File: src/rtl/sm_div_seq_if.sv
// Start/busy/done handshake and operand/result bundle for the sign-magnitude divider.
// The master drives the request; the slave (divider) returns the results.
interface sm_div_seq_if #(
    parameter int unsigned W = 3
);
    logic             start;
    logic [2*W-2:0]   dividend;
    logic [W-1:0]     divisor;
    logic             busy;
    logic             done;
    logic [2*W-2:0]   quot;
    logic [W-1:0]     rem;
    logic             div0;

    modport master (
        output start, dividend, divisor,
        input  busy, done, quot, rem, div0
    );

    modport slave (
        input  start, dividend, divisor,
        output busy, done, quot, rem, div0
    );
endinterface

File: src/rtl/sm_div_seq.sv
// Sequential sign-magnitude restoring divider, one quotient bit per cycle.
// Divides a (2W-1)-bit product-format dividend by a W-bit divisor.
module sm_div_seq #(
    parameter int unsigned W = 3
) (
    input  logic         clk,
    input  logic         rst_n,
    sm_div_seq_if.slave  bus
);
    localparam int unsigned N  = 2 * W - 2;
    localparam int unsigned CW = (N > 1) ? $clog2(N) : 1;

    typedef enum logic [1:0] {StIdle, StRun, StDone} state_e;

    state_e         r_state;
    logic [CW-1:0]  r_cnt;
    logic [W-2:0]   r_prem;
    logic [N-1:0]   r_dvd;
    logic [W-2:0]   r_dsr;
    logic           r_qsign;
    logic           r_rsign;
    logic           r_busy;
    logic           r_done;
    logic [N:0]     r_quot;
    logic [W-1:0]   r_rem;
    logic           r_div0;

    logic [W-1:0]   w_prem_sh;
    logic           w_ge;
    logic [W-2:0]   w_diff;
    logic [W-2:0]   w_prem_nx;
    logic [N-1:0]   w_dvd_nx;
    logic           w_in_qsign;
    logic           w_in_dsr_zero;

    // Partial remainder stays below the divisor, so W-1 bits hold it between steps;
    // the shifted value needs one extra bit before the trial subtract.
    always_comb begin
        w_prem_sh     = {r_prem, r_dvd[N-1]};
        w_ge          = (w_prem_sh >= {1'b0, r_dsr});
        w_diff        = w_prem_sh[W-2:0] - r_dsr;
        w_prem_nx     = w_ge ? w_diff : w_prem_sh[W-2:0];
        w_dvd_nx      = {r_dvd[N-2:0], w_ge};
        w_in_qsign    = bus.dividend[N] ^ bus.divisor[W-1];
        w_in_dsr_zero = (bus.divisor[W-2:0] == '0);
    end

    always_ff @(posedge clk or negedge rst_n) begin
        if (!rst_n) begin
            r_state <= StIdle;
            r_cnt   <= '0;
            r_prem  <= '0;
            r_dvd   <= '0;
            r_dsr   <= '0;
            r_qsign <= 1'b0;
            r_rsign <= 1'b0;
            r_busy  <= 1'b0;
            r_done  <= 1'b0;
            r_quot  <= '0;
            r_rem   <= '0;
            r_div0  <= 1'b0;
        end else begin
            r_done <= 1'b0;
            unique case (r_state)
                StIdle, StDone: begin
                    if (bus.start) begin
                        r_qsign <= w_in_qsign;
                        r_rsign <= bus.dividend[N];
                        r_dvd   <= bus.dividend[N-1:0];
                        r_dsr   <= bus.divisor[W-2:0];
                        r_prem  <= '0;
                        r_cnt   <= CW'(N - 1);
                        if (w_in_dsr_zero) begin
                            r_state <= StDone;
                            r_busy  <= 1'b0;
                            r_done  <= 1'b1;
                            r_div0  <= 1'b1;
                            r_quot  <= {w_in_qsign, {N{1'b1}}};
                            r_rem   <= '0;
                        end else begin
                            r_state <= StRun;
                            r_busy  <= 1'b1;
                        end
                    end else begin
                        r_state <= StIdle;
                    end
                end
                StRun: begin
                    r_prem <= w_prem_nx;
                    r_dvd  <= w_dvd_nx;
                    r_cnt  <= r_cnt - CW'(1);
                    if (r_cnt == '0) begin
                        r_state <= StDone;
                        r_busy  <= 1'b0;
                        r_done  <= 1'b1;
                        r_div0  <= 1'b0;
                        // Zero magnitudes never carry a sign bit.
                        r_quot  <= {(|w_dvd_nx) & r_qsign, w_dvd_nx};
                        r_rem   <= {(|w_prem_nx) & r_rsign, w_prem_nx};
                    end
                end
                default: r_state <= StIdle;
            endcase
        end
    end

    assign bus.busy = r_busy;
    assign bus.done = r_done;
    assign bus.quot = r_quot;
    assign bus.rem  = r_rem;
    assign bus.div0 = r_div0;
endmodule
File: src/flat_wrapper.sv
// flat-port wrapper written by rule: the top's interface ports become plain ports
module sm_div_seq_flat 
#(
    parameter int unsigned W = 3
)
  (clk, rst_n, bus_start, bus_dividend, bus_divisor, bus_busy, bus_done, bus_quot, bus_rem, bus_div0);
  sm_div_seq_if #(.W(W)) bus_i ();
  input  logic clk;
  input  logic rst_n;
  input wire logic [$bits(bus_i.start)-1:0] bus_start;
  input wire logic [$bits(bus_i.dividend)-1:0] bus_dividend;
  input wire logic [$bits(bus_i.divisor)-1:0] bus_divisor;
  output wire logic [$bits(bus_i.busy)-1:0] bus_busy;
  output wire logic [$bits(bus_i.done)-1:0] bus_done;
  output wire logic [$bits(bus_i.quot)-1:0] bus_quot;
  output wire logic [$bits(bus_i.rem)-1:0] bus_rem;
  output wire logic [$bits(bus_i.div0)-1:0] bus_div0;
  assign bus_i.start = bus_start;
  assign bus_i.dividend = bus_dividend;
  assign bus_i.divisor = bus_divisor;
  assign bus_busy = bus_i.busy;
  assign bus_done = bus_i.done;
  assign bus_quot = bus_i.quot;
  assign bus_rem = bus_i.rem;
  assign bus_div0 = bus_i.div0;
  sm_div_seq #(.W(W)) u_core (.clk(clk), .rst_n(rst_n), .bus(bus_i));
endmodule
File: config.mk
export PLATFORM = sky130hd
export DESIGN_NAME = sm_div_seq_flat
export DESIGN_NICKNAME = d
export VERILOG_FILES = /design/src/rtl/sm_div_seq_if.sv /design/src/rtl/sm_div_seq.sv /design/src/flat_wrapper.sv
export SDC_FILE = /design/constraint.sdc
export NUM_CORES = 1
export LEC_CHECK = 0
export CAP_MARGIN = 30
export CORE_ASPECT_RATIO = 0.9
export CORE_MARGIN = 10
export CORE_UTILIZATION = 45
export CTS_CLUSTER_SIZE = 10
export DETAILED_ROUTE_END_ITERATION = 6
export PLACE_DENSITY = 0.76
export SYNTH_ARGS = -nofsm -noshare
export SYNTH_HDL_FRONTEND = slang
export SYNTH_SLANG_ARGS = --single-unit
File: constraint.sdc
create_clock -name clk -period 2.7 [get_ports clk]
set_input_delay 0.54 -clock clk [delete_from_list [all_inputs] [get_ports clk]]
set_output_delay 0.54 -clock clk [all_outputs]
set_load 0.01 [all_outputs]
---- After elaboration in Yosys (flattened, before gate mapping) ----
Cells that the tools add are included.
word-level totals
  register bits ........................... 25
  output and inout port bits .............. 11
operators by class
  add/subtract/negate cells ............... 2
  magnitude comparators ................... 1
  eq/ne operators ......................... 5
  muxes and demuxes ....................... 30
  bitwise operators ....................... 3
  reductions and logical operators ........ 11
operators with widths
  kind                 count
  $mux 5               3
  $mux 2               6
  $pmux 2 s2           3
  $pmux 5 s2           1
  $mux 3               3
  $mux 1               8
  $pmux 4 s2           1
  $logic_not 2->1      3
  $pmux 1 s2           3
  $pmux 3 s2           1
  $mux 4               1
  $ne 2x1->1 const B   2
  $reduce_and 2->1     2
  $reduce_and 4->1     1
  $reduce_or 2->1      2
  $reduce_or 4->1      1
  $ge 3x2->1           1
  $reduce_and 3->1     1
  $and 1x1->1          2
  $eq 2x1->1 const B   1
  $eq 2x2->1 const B   1
  $ne 2x2->1 const B   1
  $reduce_bool 2->1    1
  $sub 2x1->2 const B  1
  other kinds (2)      2

---- Logic depth before layout (Yosys ltp) ----
  word-level depth ........................ 6
  depth in mapped cells ................... 6
  depth with buffers taken out ............ 6

---- Worst setup path before layout ----
OpenSTA, ideal clock, no wires.
  path kind ............................... reg2reg
  from .................................... register u_core.r_dvd[3]
  to ...................................... register u_core.r_rem[2], in the netlist u_core.bus.rem[2]
  arrival ................................. 1.504 ns
  required time ........................... 2.578 ns
  path slack .............................. 1.074 ns
  cell stages (with the launch flop) ...... 7
  period minus slack after synthesis ...... 1.626 ns
  cells stage by stage .................... dfrtp_1 > inv_1 > ha_1 > a2111oi_0 > a211o_1 > nand2_1 > a32o_1
on the way
  word-level cells in the longest chain between the ends .. 6
RTL lines
  element                                    RTL line                            RTL
  start, declared                            sm_div_seq.sv:18                    logic [N-1:0] r_dvd;
  start signal, assigned                     sm_div_seq.sv:69                    r_dvd <= bus.dividend[N-1:0];
  start signal, assigned                     sm_div_seq.sv:90                    r_dvd <= w_dvd_nx;
  $ge 3x2->1 or $sub 2x2->2 (tied branches)  sm_div_seq.sv:40, sm_div_seq.sv:41
  $mux 2 *                                   sm_div_seq.sv:42                    w_prem_nx = w_ge ? w_diff : w_prem_sh[W-2:0];
  $reduce_or 2->1 *                          sm_div_seq.sv:99                    r_rem <= {(|w_prem_nx) & r_rsign, w_prem_nx};
  $and 1x1->1 *                              sm_div_seq.sv:99
  $mux 3 *                                   sm_div_seq.sv:92                    if (r_cnt == '0) begin
  $pmux 3 s2 *                               sm_div_seq.sv:64                    unique case (r_state)
  end signal, assigned                       sm_div_seq.sv:99
  end, declared                              sm_div_seq.sv:25                    logic [W-1:0] r_rem;
Mark *: on every way between the ends. The rest lies on a longest branch, timed or not. The select of a mux whose other input is x is not followed.
A chain may end at the register's enable or synchronous reset.

---- Worst setup path after layout ----
  from .................................... register u_core.r_dvd[3]
  to ...................................... register u_core.r_rem[1], in the netlist u_core.bus.rem[1]
on the way
  word-level cells in the longest chain between the ends .. 4
RTL lines
  element                                    RTL line
  $ge 3x2->1 or $sub 2x2->2 (tied branches)  sm_div_seq.sv:40, sm_div_seq.sv:41
  $mux 2 *                                   sm_div_seq.sv:42
  $mux 3 *                                   sm_div_seq.sv:92
  $pmux 3 s2 *                               sm_div_seq.sv:64
Marked as above.

==> metrics.md <==
| Metric | Value |
|---|---|
| Detail Route Antenna Nets | `0` |
| Area of the multi-input gates | `between 400 and 500 µm²` |
| Initial DRC Count | `33` |
| Initial Util | `0.463` |
| Seq/Total Area, Yosys | `0.557` |
| ANT cells | `0` |
| Post-route minimum period | `1.88 ns` |
| Cell area after synthesis | `approximately 1100 µm²` |
| Synth Instances | `95` |
| Die Width | `around 73 µm` |
| Clock power share | `0.098` |
| Min-delay worst type | `reg2reg` |
| CTS Buf Count | `3` |
| CTS H-Tree Depth | `1` |
| Peak VDD IR | `roughly 620 µV` |
| Worst-path cell chain | `inv_1 > ha_1 > a2111oi_0 > a211o_1 > nor2_1 > mux2_4` |
| GRT overflow | `0` |
| Post-Syn Nets | `109` |
| Buf/Inv on CP | `1` |
| First-pass GRT wire length | `about 4300 µm` |
| GR Util All Layers | `0.111` |
| Yosys warning count | `0` |
| Combinational share of power | `0.494` |
| Final WS setup | `0.822 ns` |
| Period utilisation layout | `0.695` |
| Row cnt | `17` |
| Final Skew | `0.00263 ns` |
| # nets final | `between 100 and 150` |
| Drt via density | `5.49` |
| CTS Buffer Depth | `2` |
| Critical Path Fanout Max | `3` |
| Worst setup SP type | `flip-flop` |
| Status | `complete, no violations` |
| Worst path slowest cell | `a2111oi_0` |
| Max Cap Viol | `0` |
| Unrepaired setup endpoints after global routing | `no` |
| Worst-margin pin slew | `0.439 ns` |
| Final GP Congestion | `roughly 0.88` |
| # IOs | `22` |
| Number of gates resized after CTS | `0` |
| Met3 routed wirelength | `142 µm` |
| Max-slew violations | `0` |
| Hold Fails Final Rpt | `0` |
| Avg Cell Area, Syn | `around 12 µm²` |
| Crit path DAT | `2.09 ns` |
| Share of layout cells above drive strength 1 | `0.136` |
| Switching share of total power | `0.387` |
| WL/cell | `~17 µm` |
| Clock Sinks | `25` |
| Worst EP required | `roughly 2.9 ns` |
| Die ar. | `about 4900 µm²` |
| Final HPWL DP | `slightly below 2000 µm` |
| DRT Wirelength | `approximately 2500 µm` |
| Top delay family on crit path | `compound AO/OA/AOI/OAI gates` |
| Vias in the first global route | `885` |
| Routed length on met1 | `about 1200 µm` |
| Largest net degree at the start of global routing | `26` |
| Slowest stage delay, CP | `around 0.48 ns` |
| CTS tree | `built` |
| Netlist cell types | `37` |
| Core area | `2420 µm²` |
| Max-slew headroom | `0.700` |
| Setup TNS Final | `0 ns` |
| Port Buffers | `21` |
| DRC viols | `0` |
| CTS Root Cell | `clkbuf_4` |
| Leakage | `just over 0.6 nW` |
| Max layer used | `met4` |
| CTS Hold Bufs | `0` |
| Initial antenna violation count | `0` |
| Synth-to-layout area growth | `23.1%` |
| FF/Latch Area | `~630 µm²` |
| Die height | `just under 70 µm` |
| 1st-pass router iterations | `4` |
| Post-route cell area | `approximately 1400 µm²` |
| Final core utilization | `0.570` |
| Placed cell area | `1360 µm²` |
| Pwr per Cell Area | `~1200 nW/µm²` |
| Via count | `801` |
| Reg power frac | `0.408` |
| Clock-pin slew on the worst setup and hold paths | `0.13 ns` |
| FMAX | `around 0.53 GHz` |
| #FFs+latches synth | `25` |
| Place WS | `slightly above 0.6 ns` |
| Setup crit end kind | `flip-flop` |
| Setup Buffers After CTS | `0` |
| # setup viols final | `0` |
| Crit Path Category | `reg2reg` |
| WL met2 | `1170 µm` |
| Internal power | `slightly above 1 mW` |
| Total Power | `between 1.5 and 2 mW` |
| Clk_lat worst skew | `between 0.3 and 0.4 ns` |
| Fillers | `around 220` |
| Sw Pwr | `between 0.6 and 0.7 mW` |
[registers in the layout, summed over array words and instances (netlist names)]
register         cells
u_core.r_qsign       1
u_core.bus.div0      1
u_core.bus.done      1
u_core.r_rsign       1
u_core.bus.quot      5
u_core.r_dvd         4
u_core.bus.rem       3
u_core.r_state       2
u_core.bus.busy      1
u_core.r_cnt         2
u_core.r_prem        2
u_core.r_dsr         2
[worst register-to-register path, stage by stage, from the launching register on]
cell and delay, ns:
dfrtp_1 0.39, inv_1 0.07, ha_1 0.31, a2111oi_0 0.48
a211o_1 0.19, nor2_1 0.07, mux2_4 0.27
[metal layers]
layer | track usage | vias to the layer above
met4 | 0.0450 | 0
met3 | 0.0366 | 4
met2 | 0.173 | 20
met1 | 0.139 | 389
li1 | - | 388
met5 | 0 | -
[Yosys cell counts]
cell type  instances  area share
nand3_1            1      0.0045
or2_1              1      0.0056
o21ai_0            2      0.0089
and3b_1            1      0.0078
nor3_4             1       0.014
a31oi_1            2       0.011
a221o_1            1      0.0089
inv_2              1      0.0033
nor2_4             1       0.010
a2bb2oi_1          1      0.0078
ha_1               3       0.033
a21o_1             1      0.0067
o22a_1             3       0.023
a211o_1            1      0.0078
or2b_1             1      0.0067
buf_6              1       0.010
nand2b_1           1      0.0056
xor2_1             1      0.0078
a31o_2             1      0.0078
a32o_1             1      0.0089
buf_2              2      0.0089
nor2b_1            3       0.017
nor3b_1            1      0.0067
o2bb2ai_1          1      0.0078
a2111oi_0          1      0.0078
nand2_1            4       0.013
mux2_2             4       0.040
dfrtp_1           25        0.56
o31ai_2            1       0.011
nor3_1             1      0.0045
mux2_4             1       0.013
a21oi_1            5       0.022
o22ai_1            5       0.028
nand2b_4           1       0.012
inv_1              5       0.017
nor2_1             8       0.027
o31ai_1            1      0.0067
[power groups by stage]
| stage | clock, mW | combinational, mW | sequential (mW) |
|---|---|---|---|
| after floorplan | 0 | 0.514 | 0.681 |
| after global placement | 0 | 0.790 | 0.673 |
| after detailed placement | 0 | 0.819 | 0.678 |
| after CTS | 0.168 | 0.823 | 0.673 |
| after global routing | 0.183 | 0.908 | 0.700 |
| final | 0.162 | 0.818 | 0.675 |
[area by class of cell]
class                      count  share of cell area
sequential                    25               0.452
multi-input combinational     61               0.329
timing repair buffer          22               0.157
tap                           28              0.0253
clock buffer                   3              0.0163
inverter                       6              0.0163
clock inverter                 1             0.00362
[cells in the final DEF, fill, tap and decap left out, types with 2 or more instances in the layout]
master,n
nor2_1,8
o22a_1,3
ha_1,3
a31oi_1,2
nand2_1,4
o21ai_0,2
inv_1,5
clkdlybuf4s50_1,21
o22ai_1,5
dfrtp_1,25
nor2b_1,3
clkbuf_4,3
a21oi_1,5
mux2_2,4
[per-stage QoR]
step / cells / hold WS, ns
global route: 146 / 0.539
floorplan: 95 / 0.244
detailed placement: 142 / 0.460
finish: 146 / 0.476
global placement: 142 / 0.455
CTS: 146 / 0.476
[path summary, 6_finish.rpt]
check / end / slack, ns / depth (start not counted) / start
min: u_core.r_cnt[0] / 0.48 / 1 / u_core.r_cnt[0]
max reg2reg: u_core.bus.rem[1] / 0.82 / 6 / u_core.r_dvd[3]
min reg2reg: u_core.r_cnt[0] / 0.48 / 1 / u_core.r_cnt[0]
max in group asynchronous: u_core.r_state[0] / 1.90 / 2 / rst_n
max: u_core.bus.rem[1] / 0.82 / 6 / u_core.r_dvd[3]
min in group asynchronous: u_core.bus.quot[2] / 0.57 / 2 / rst_n
[cell families after synthesis]
logic type      after synthesis  share of synthesized area
xor+xnor                      1                    0.00780
fa+ha+maj                     3                     0.0334
flops                        25                      0.557
compound gates               27                      0.175
simple gates                 25                      0.135
mux                           5                     0.0534
buf+inv                       9                     0.0390
(Power assumes the default switching activity.)
